`config.mk`:
```
export PLATFORM = sky130hd
export DESIGN_NAME = fp_minmax_responder
export DESIGN_NICKNAME = d
export VERILOG_FILES = /design/src/rtl/fp_minmax_responder.sv
export SDC_FILE = /design/constraint.sdc
export NUM_CORES = 1
export LEC_CHECK = 0
export CAP_MARGIN = 15
export CORE_MARGIN = 2
export CORE_UTILIZATION = 49
export CTS_BUF_LIST = sky130_fd_sc_hd__clkbuf_4
export DETAILED_ROUTE_END_ITERATION = 12
export PLACE_DENSITY = 0.81
export SLEW_MARGIN = 20
export SYNTH_ARGS = -nofsm -noshare
export SYNTH_HDL_FRONTEND = slang
export SYNTH_SLANG_ARGS = --single-unit
export TNS_END_PERCENT = 20
```
`constraint.sdc`:
```
create_clock -name clk -period 5 [get_ports clk]
set_clock_uncertainty 0.2 [all_clocks]
set_input_delay 1 -clock clk [delete_from_list [all_inputs] [get_ports clk]]
set_output_delay 1 -clock clk [all_outputs]
set_load 0.02 [all_outputs]
```
`src/rtl/fp_minmax_responder.sv`:
```
// FP32 min/max responder on the three-channel stb/ack protocol (A in, B in, Z out).
// Ordering is an exact sign-magnitude compare: NaN canonicalised, signed zeros resolved, denormals compared exactly.
//
// state | meaning
// GET_A | waiting for operand A and the operation select
// GET_B | waiting for operand B
// CMP   | one cycle: register the min/max result
// PUT_Z | holding the result until the consumer acks it
module fp_minmax_responder #(
   parameter logic [31:0] NAN_BITS = 32'h7FC0_0000
) (
   input  logic        clk,
   input  logic        rst_n,
   input  logic [31:0] input_a,
   input  logic        input_a_mode,
   input  logic        input_a_stb,
   output logic        input_a_ack,
   input  logic [31:0] input_b,
   input  logic        input_b_stb,
   output logic        input_b_ack,
   output logic [31:0] output_z,
   output logic        output_z_stb,
   input  logic        output_z_ack
);

   typedef enum logic [1:0] {GET_A, GET_B, CMP, PUT_Z} state_t;

   state_t      state_q, state_d;
   logic [31:0] a_q, a_d, b_q, b_d, z_q, z_d;
   logic        mode_q, mode_d;
   logic        a_ack_q, a_ack_d, b_ack_q, b_ack_d, z_stb_q, z_stb_d;

   logic        a_nan, b_nan, zeros_opp, mag_gt, mag_lt, a_gt_b, a_lt_b;
   logic [31:0] z_cmp;

   always_comb begin
      a_nan     = (&a_q[30:23]) & (|a_q[22:0]);
      b_nan     = (&b_q[30:23]) & (|b_q[22:0]);
      zeros_opp = ~(|a_q[30:0]) & ~(|b_q[30:0]) & (a_q[31] ^ b_q[31]);
      mag_gt    = a_q[30:0] > b_q[30:0];
      mag_lt    = a_q[30:0] < b_q[30:0];
      // Mixed signs: the negative operand is smaller (opposite zeros are handled before this is used).
      if (a_q[31] != b_q[31]) begin
         a_gt_b = b_q[31];
         a_lt_b = a_q[31];
      end else if (!a_q[31]) begin
         a_gt_b = mag_gt;
         a_lt_b = mag_lt;
      end else begin
         a_gt_b = mag_lt;
         a_lt_b = mag_gt;
      end
      if (a_nan || b_nan) begin
         z_cmp = NAN_BITS;
      end else if (zeros_opp) begin
         z_cmp = mode_q ? 32'h8000_0000 : 32'h0000_0000;
      end else if (mode_q) begin
         z_cmp = a_gt_b ? b_q : a_q;
      end else begin
         z_cmp = a_lt_b ? b_q : a_q;
      end
   end

   always_comb begin
      state_d = state_q;
      a_d     = a_q;
      b_d     = b_q;
      z_d     = z_q;
      mode_d  = mode_q;
      a_ack_d = a_ack_q;
      b_ack_d = b_ack_q;
      z_stb_d = z_stb_q;
      case (state_q)
         GET_A: begin
            if (!a_ack_q) begin
               a_ack_d = 1'b1;
            end else if (input_a_stb) begin
               a_d     = input_a;
               mode_d  = input_a_mode;
               a_ack_d = 1'b0;
               b_ack_d = 1'b1;
               state_d = GET_B;
            end
         end
         GET_B: begin
            if (b_ack_q && input_b_stb) begin
               b_d     = input_b;
               b_ack_d = 1'b0;
               state_d = CMP;
            end
         end
         CMP: begin
            z_d     = z_cmp;
            z_stb_d = 1'b1;
            state_d = PUT_Z;
         end
         PUT_Z: begin
            if (z_stb_q && output_z_ack) begin
               z_stb_d = 1'b0;
               a_ack_d = 1'b1;
               state_d = GET_A;
            end
         end
         default: state_d = GET_A;
      endcase
   end

   always_ff @(posedge clk or negedge rst_n) begin
      if (!rst_n) begin
         state_q <= GET_A;
         a_q     <= '0;
         b_q     <= '0;
         z_q     <= '0;
         mode_q  <= 1'b0;
         a_ack_q <= 1'b0;
         b_ack_q <= 1'b0;
         z_stb_q <= 1'b0;
      end else begin
         state_q <= state_d;
         a_q     <= a_d;
         b_q     <= b_d;
         z_q     <= z_d;
         mode_q  <= mode_d;
         a_ack_q <= a_ack_d;
         b_ack_q <= b_ack_d;
         z_stb_q <= z_stb_d;
      end
   end

   assign input_a_ack  = a_ack_q;
   assign input_b_ack  = b_ack_q;
   assign output_z     = z_q;
   assign output_z_stb = z_stb_q;

endmodule

```
==> results.md <==
Power:
- The power consumption is about 4.8 mW.
- In this run the power spent charging and discharging nets is around 2.1 mW.
- The relative contribution of sequential cells to total power is a little over a third.
- The share of total power dissipated in combinational logic is between 50% and 60%.
- For this design the ratio of total power to cell area is 702 nW/um^2.
- VDD sags by at most between 0.3 and 0.4 mV.
- The internal power of the cells totals roughly 2.7 mW.
- The static leakage is roughly 3 nW.
- Net switching is 44.4% of the power.
- The clock share of power is between 8 and 9%.

Worst setup path:
- Traced cell by cell, the critical path runs through inv_1 > ha_1 > nand4_1 > nor4_1 > a21boi_1 > nor4_2 > a211oi_4 > a32o_2 > a221o_1.
- The cell family contributing the most delay on the critical path is compound AO/OA/AOI/OAI gates.
- The worst register-to-register path begins at b_q[29].
- The buffers plus inverters on the worst setup path is 1.
- The critical-path cell with the highest stage delay is sky130_fd_sc_hd__a32o_2.
- Setup slack on the worst reg-to-reg path comes out at approximately 1200 ps.
- Data arrives at the worst endpoint at around 4000 ps.
- The first element of the critical path is b_q[29].
- The critical path data required time is approximately 5200 ps.
- The worst setup path is captured at a register.
- The worst reg-to-reg path cell count is 9.
- The worst setup path is launched from a register.
- The largest single stage delay on the critical path is around 670 ps.
- The endpoint identified for the worst register-to-register timing path is output_z[19].
- The maximum fanout count along the critical path is 22.
- The type of the worst setup path is register to register.

Worst hold path:
- The cell depth of the worst hold path is 1.
- The end of the worst hold path is output_z[13].
- The worst hold path belongs to the class register to register.
- The launch point of the worst hold path is b_q[13].

Clock tree:
- The clock tree synthesis step divided the H-tree into 3 levels.
- After clock tree synthesis, the clock-pin slew on the worst setup and hold paths is roughly 160 ps.
- The tree built by TritonCTS fans out to roughly 100 sinks.
- No sink is reached through more buffers than the 2 on the longest clock path.
- TritonCTS built the clock tree.
- The root buffer cell chosen for the clock tree is sky130_fd_sc_hd__clkbuf_4.
- In this run, CTS created clock tree buffers numbering 9.
- Gates resized during post-CTS repair numbered 0.
- For this design, the CTS-stage hold fixing added 0 buffers.
- The clock insertion delay at the later pin of the skew report is ~500 ps.
- Post-CTS timing repair inserted 0 buffers for setup.

Drt:
- The final layout contains routed wiring with a total length of roughly 15000 um.
- Using the TritonRoute via totals, the vias-per-cell ratio works out to 5.93.
- The remaining routing DRC violations is 0.
- The routed layout has between 4000 and 5000 vias.
- The number of nets still failing antenna checks after routing is 0.
- The first detailed-routing pass took 4 iterations.
- In the final routed layout, each cell accounts on average for around 20 um.
- The iteration-0 DRC count of the detailed router is roughly 250.

Cells and area:
- Compared with the post-synthesis result, the final layout area differs by 23.0%.
- For this run, the post-layout net count is about 700.
- 0 antenna diodes ended up in the layout.
- Measured on the finished design, the core utilization comes to 62.1%.
- The share of post-route cells with drive strength above 1 is approximately 18%.

Synth:
- The mean post-synth cell area is ~12 sq um.
- In the synthesized netlist the async set-or-reset flop fraction comes to between 90% and 100%.
- The mapped cell area is approximately 5500 sq um.
- The number of instances in the synthesized netlist is 476.
- By area the synthesized netlist is led by sky130_fd_sc_hd__dfrtp_1, sky130_fd_sc_hd__mux2_2, sky130_fd_sc_hd__ha_1.
- The warning count from the yosys run is 0.
- Summing the sequential cell areas from Yosys gives between 40% and 50% of the chip area.
- The distinct cell type count of the synthesized netlist is 47.
- After synthesis, the most frequently instantiated cells are sky130_fd_sc_hd__dfrtp_1, sky130_fd_sc_hd__mux2_2, sky130_fd_sc_hd__inv_1.
- The top cell type's share of synthesized area is a little under half.
- For this run, the leading register cell type out of synthesis is sky130_fd_sc_hd__dfrtp_1.
- The post-synth net total is about 580.
- The number of enable-type register cells in the synthesized netlist is 0.
- The synthesized flop and latch total is slightly above 100.
- The leading cell type by number of instances after synthesis is sky130_fd_sc_hd__dfrtp_1.
- The cell taking the most area after synthesis is sky130_fd_sc_hd__dfrtp_1.

Timing:
- The time the worst path needs with I/O delays and setup is about 3800 ps.
- For the pin with the worst max-slew slack, the measured transition is ~960 ps.
- The number of max-slew violations in the final report came to 0.
- Based on the critical path, the design can be clocked at up to between 200 and 300 MHz.
- The worst path meets setup with about 1200 ps of slack.
- Setup violations remaining at the end of the flow were counted as 0.
- The number of hold-slack violations in the final timing report is 0.
- The final cycle utilization of the critical path is between 70% and 80%.
- The relative max-transition margin is about 36%.
- Adding up every negative setup slack in the final design gives 0 ps.
- Setup repair after global routing left no endpoint under its margin.

Die:
- The total I/O pin count is approximately 110.
- The standard-cell row count is 38.
- The floorplan step set the die width to approximately 110 um.
- Once the floorplan was initialized, standard cells occupied between 50% and 60% of the core.
- The region available for standard cell placement spans approximately 11000 sq um.
- The die is between 100 and 150 um tall.
- The full die area is around 12000 sq um.

Placement:
- Timing analysis after detailed placement gives a worst setup slack of between 1000 and 1500 ps.
- Routability-driven placement finished with a final weighted congestion of between 0.8 and 0.9.
- Input and output buffers added on the ports amount to 104.
- Once detailed placement completed, the half-perimeter wirelength came to 10500 um.

Run:
- Across the run, the number of max-cap violations was 0.

Global routing:
- The via count of the first global-routing pass is roughly 4300.
- Entering global routing, the biggest net connects 75 pins.
- The initial antenna violation count was 0.
- Global routing consumed, over all layers together, about a quarter of the routing resources.
- Global routing finished with a remaining overflow of 0.
- The wire length of the first global-routing pass is around 23000 um.

Run status:
- The run finished with clean final reports.
==> power groups by stage <==
stage / clock, mW / sequential [mW] / combinational [mW]
2_1_floorplan: 0 / 1.71 / 1.79
3_3_place_gp: 0 / 1.73 / 2.51
5_1_grt: 0.433 / 1.79 / 2.89
4_1_cts: 0.397 / 1.72 / 2.63
6_report: 0.389 / 1.74 / 2.65
3_5_place_dp: 0 / 1.73 / 2.62
==> worst max-delay path by stage <==
stage | endpoint | cells past startpoint | slack [ps]
after floorplan | output_z[10] | 11 | 1950
after global placement | output_z[21] | 10 | 1170
after detailed placement | output_z[19] | 10 | 1070
after CTS | output_z[19] | 10 | 1050
after global routing | output_z[18] | 9 | 910
final | output_z[19] | 9 | 1210
==> worst reg2reg max path, cell delays in order, from the launching register on <==
cell and delay, ps:
sky130_fd_sc_hd__dfrtp_1 470, sky130_fd_sc_hd__inv_1 120, sky130_fd_sc_hd__ha_1 330, sky130_fd_sc_hd__nand4_1 180, sky130_fd_sc_hd__nor4_1 460, sky130_fd_sc_hd__a21boi_1 450
sky130_fd_sc_hd__nor4_2 130, sky130_fd_sc_hd__a211oi_4 470, sky130_fd_sc_hd__a32o_2 670, sky130_fd_sc_hd__a221o_1 270
==> placed cells by master, fill, tap and decap left out, types with 10 or more instances in the layout <==
cell type and instances:
sky130_fd_sc_hd__ha_1 37, sky130_fd_sc_hd__mux2_2 65, sky130_fd_sc_hd__clkdlybuf4s50_1 103, sky130_fd_sc_hd__dfrtp_1 102, sky130_fd_sc_hd__mux2i_1 10, sky130_fd_sc_hd__nor2_1 17
sky130_fd_sc_hd__a21oi_1 14, sky130_fd_sc_hd__a221o_1 23, sky130_fd_sc_hd__nor2b_1 26, sky130_fd_sc_hd__nor4_1 13, sky130_fd_sc_hd__nand2_1 11, sky130_fd_sc_hd__inv_1 44
sky130_fd_sc_hd__nand4_1 15
==> cell families (layout without fill, tap and decap cells) <==
| group | count (synthesis) | after routing | synth area share, % |
|---|---|---|---|
| AO/OA/AOI/OAI | 93 | 93 | 14.2 |
| adder cells (fa/ha/maj) | 37 | 37 | 8.38 |
| multiplexers | 78 | 78 | 15.7 |
| flip-flops | 102 | 102 | 46.2 |
| AND/OR/NAND/NOR | 104 | 104 | 10.7 |
| buffers and inverters | 62 | 169 | 4.91 |
==> layout make-up <==
type | count | area (sq um)
fillers | 885 | 4140
well taps | 140 | 175
repair buffers | 109 | 1080
clock buffers | 9 | 67.6
clock inverters | 7 | 48.8
flip-flops and latches | 102 | 2550
inverters | 44 | 165
multi-input cells | 312 | 2710
==> flip-flops by register name, indices dropped and copies added (netlist names) <==
register and cells:
a_q 32, b_q 32, input_a_ack 1, input_b_ack 1, mode_q 1, output_z 32
output_z_stb 1, state_q 2
==> metal layers <==
metal / global-route usage [%] / share of wire (%)
met5: 0 / 0
met4: 6.79 / 1.9
met3: 6.00 / 6.2
met1: 32.8 / 43
met2: 42.2 / 49
==> through the flow <==
stage | std cells | hold slack, ps | cell area (sq um)
detailed placement | 707 | 325 | 6670
floorplan | 476 | 297 | 5530
finish | 723 | 367 | 6790
global placement | 707 | 326 | 6670
CTS | 723 | 363 | 6790
global route | 723 | 396 | 6790
No activity file was read; power rests on OpenSTA's default activity.
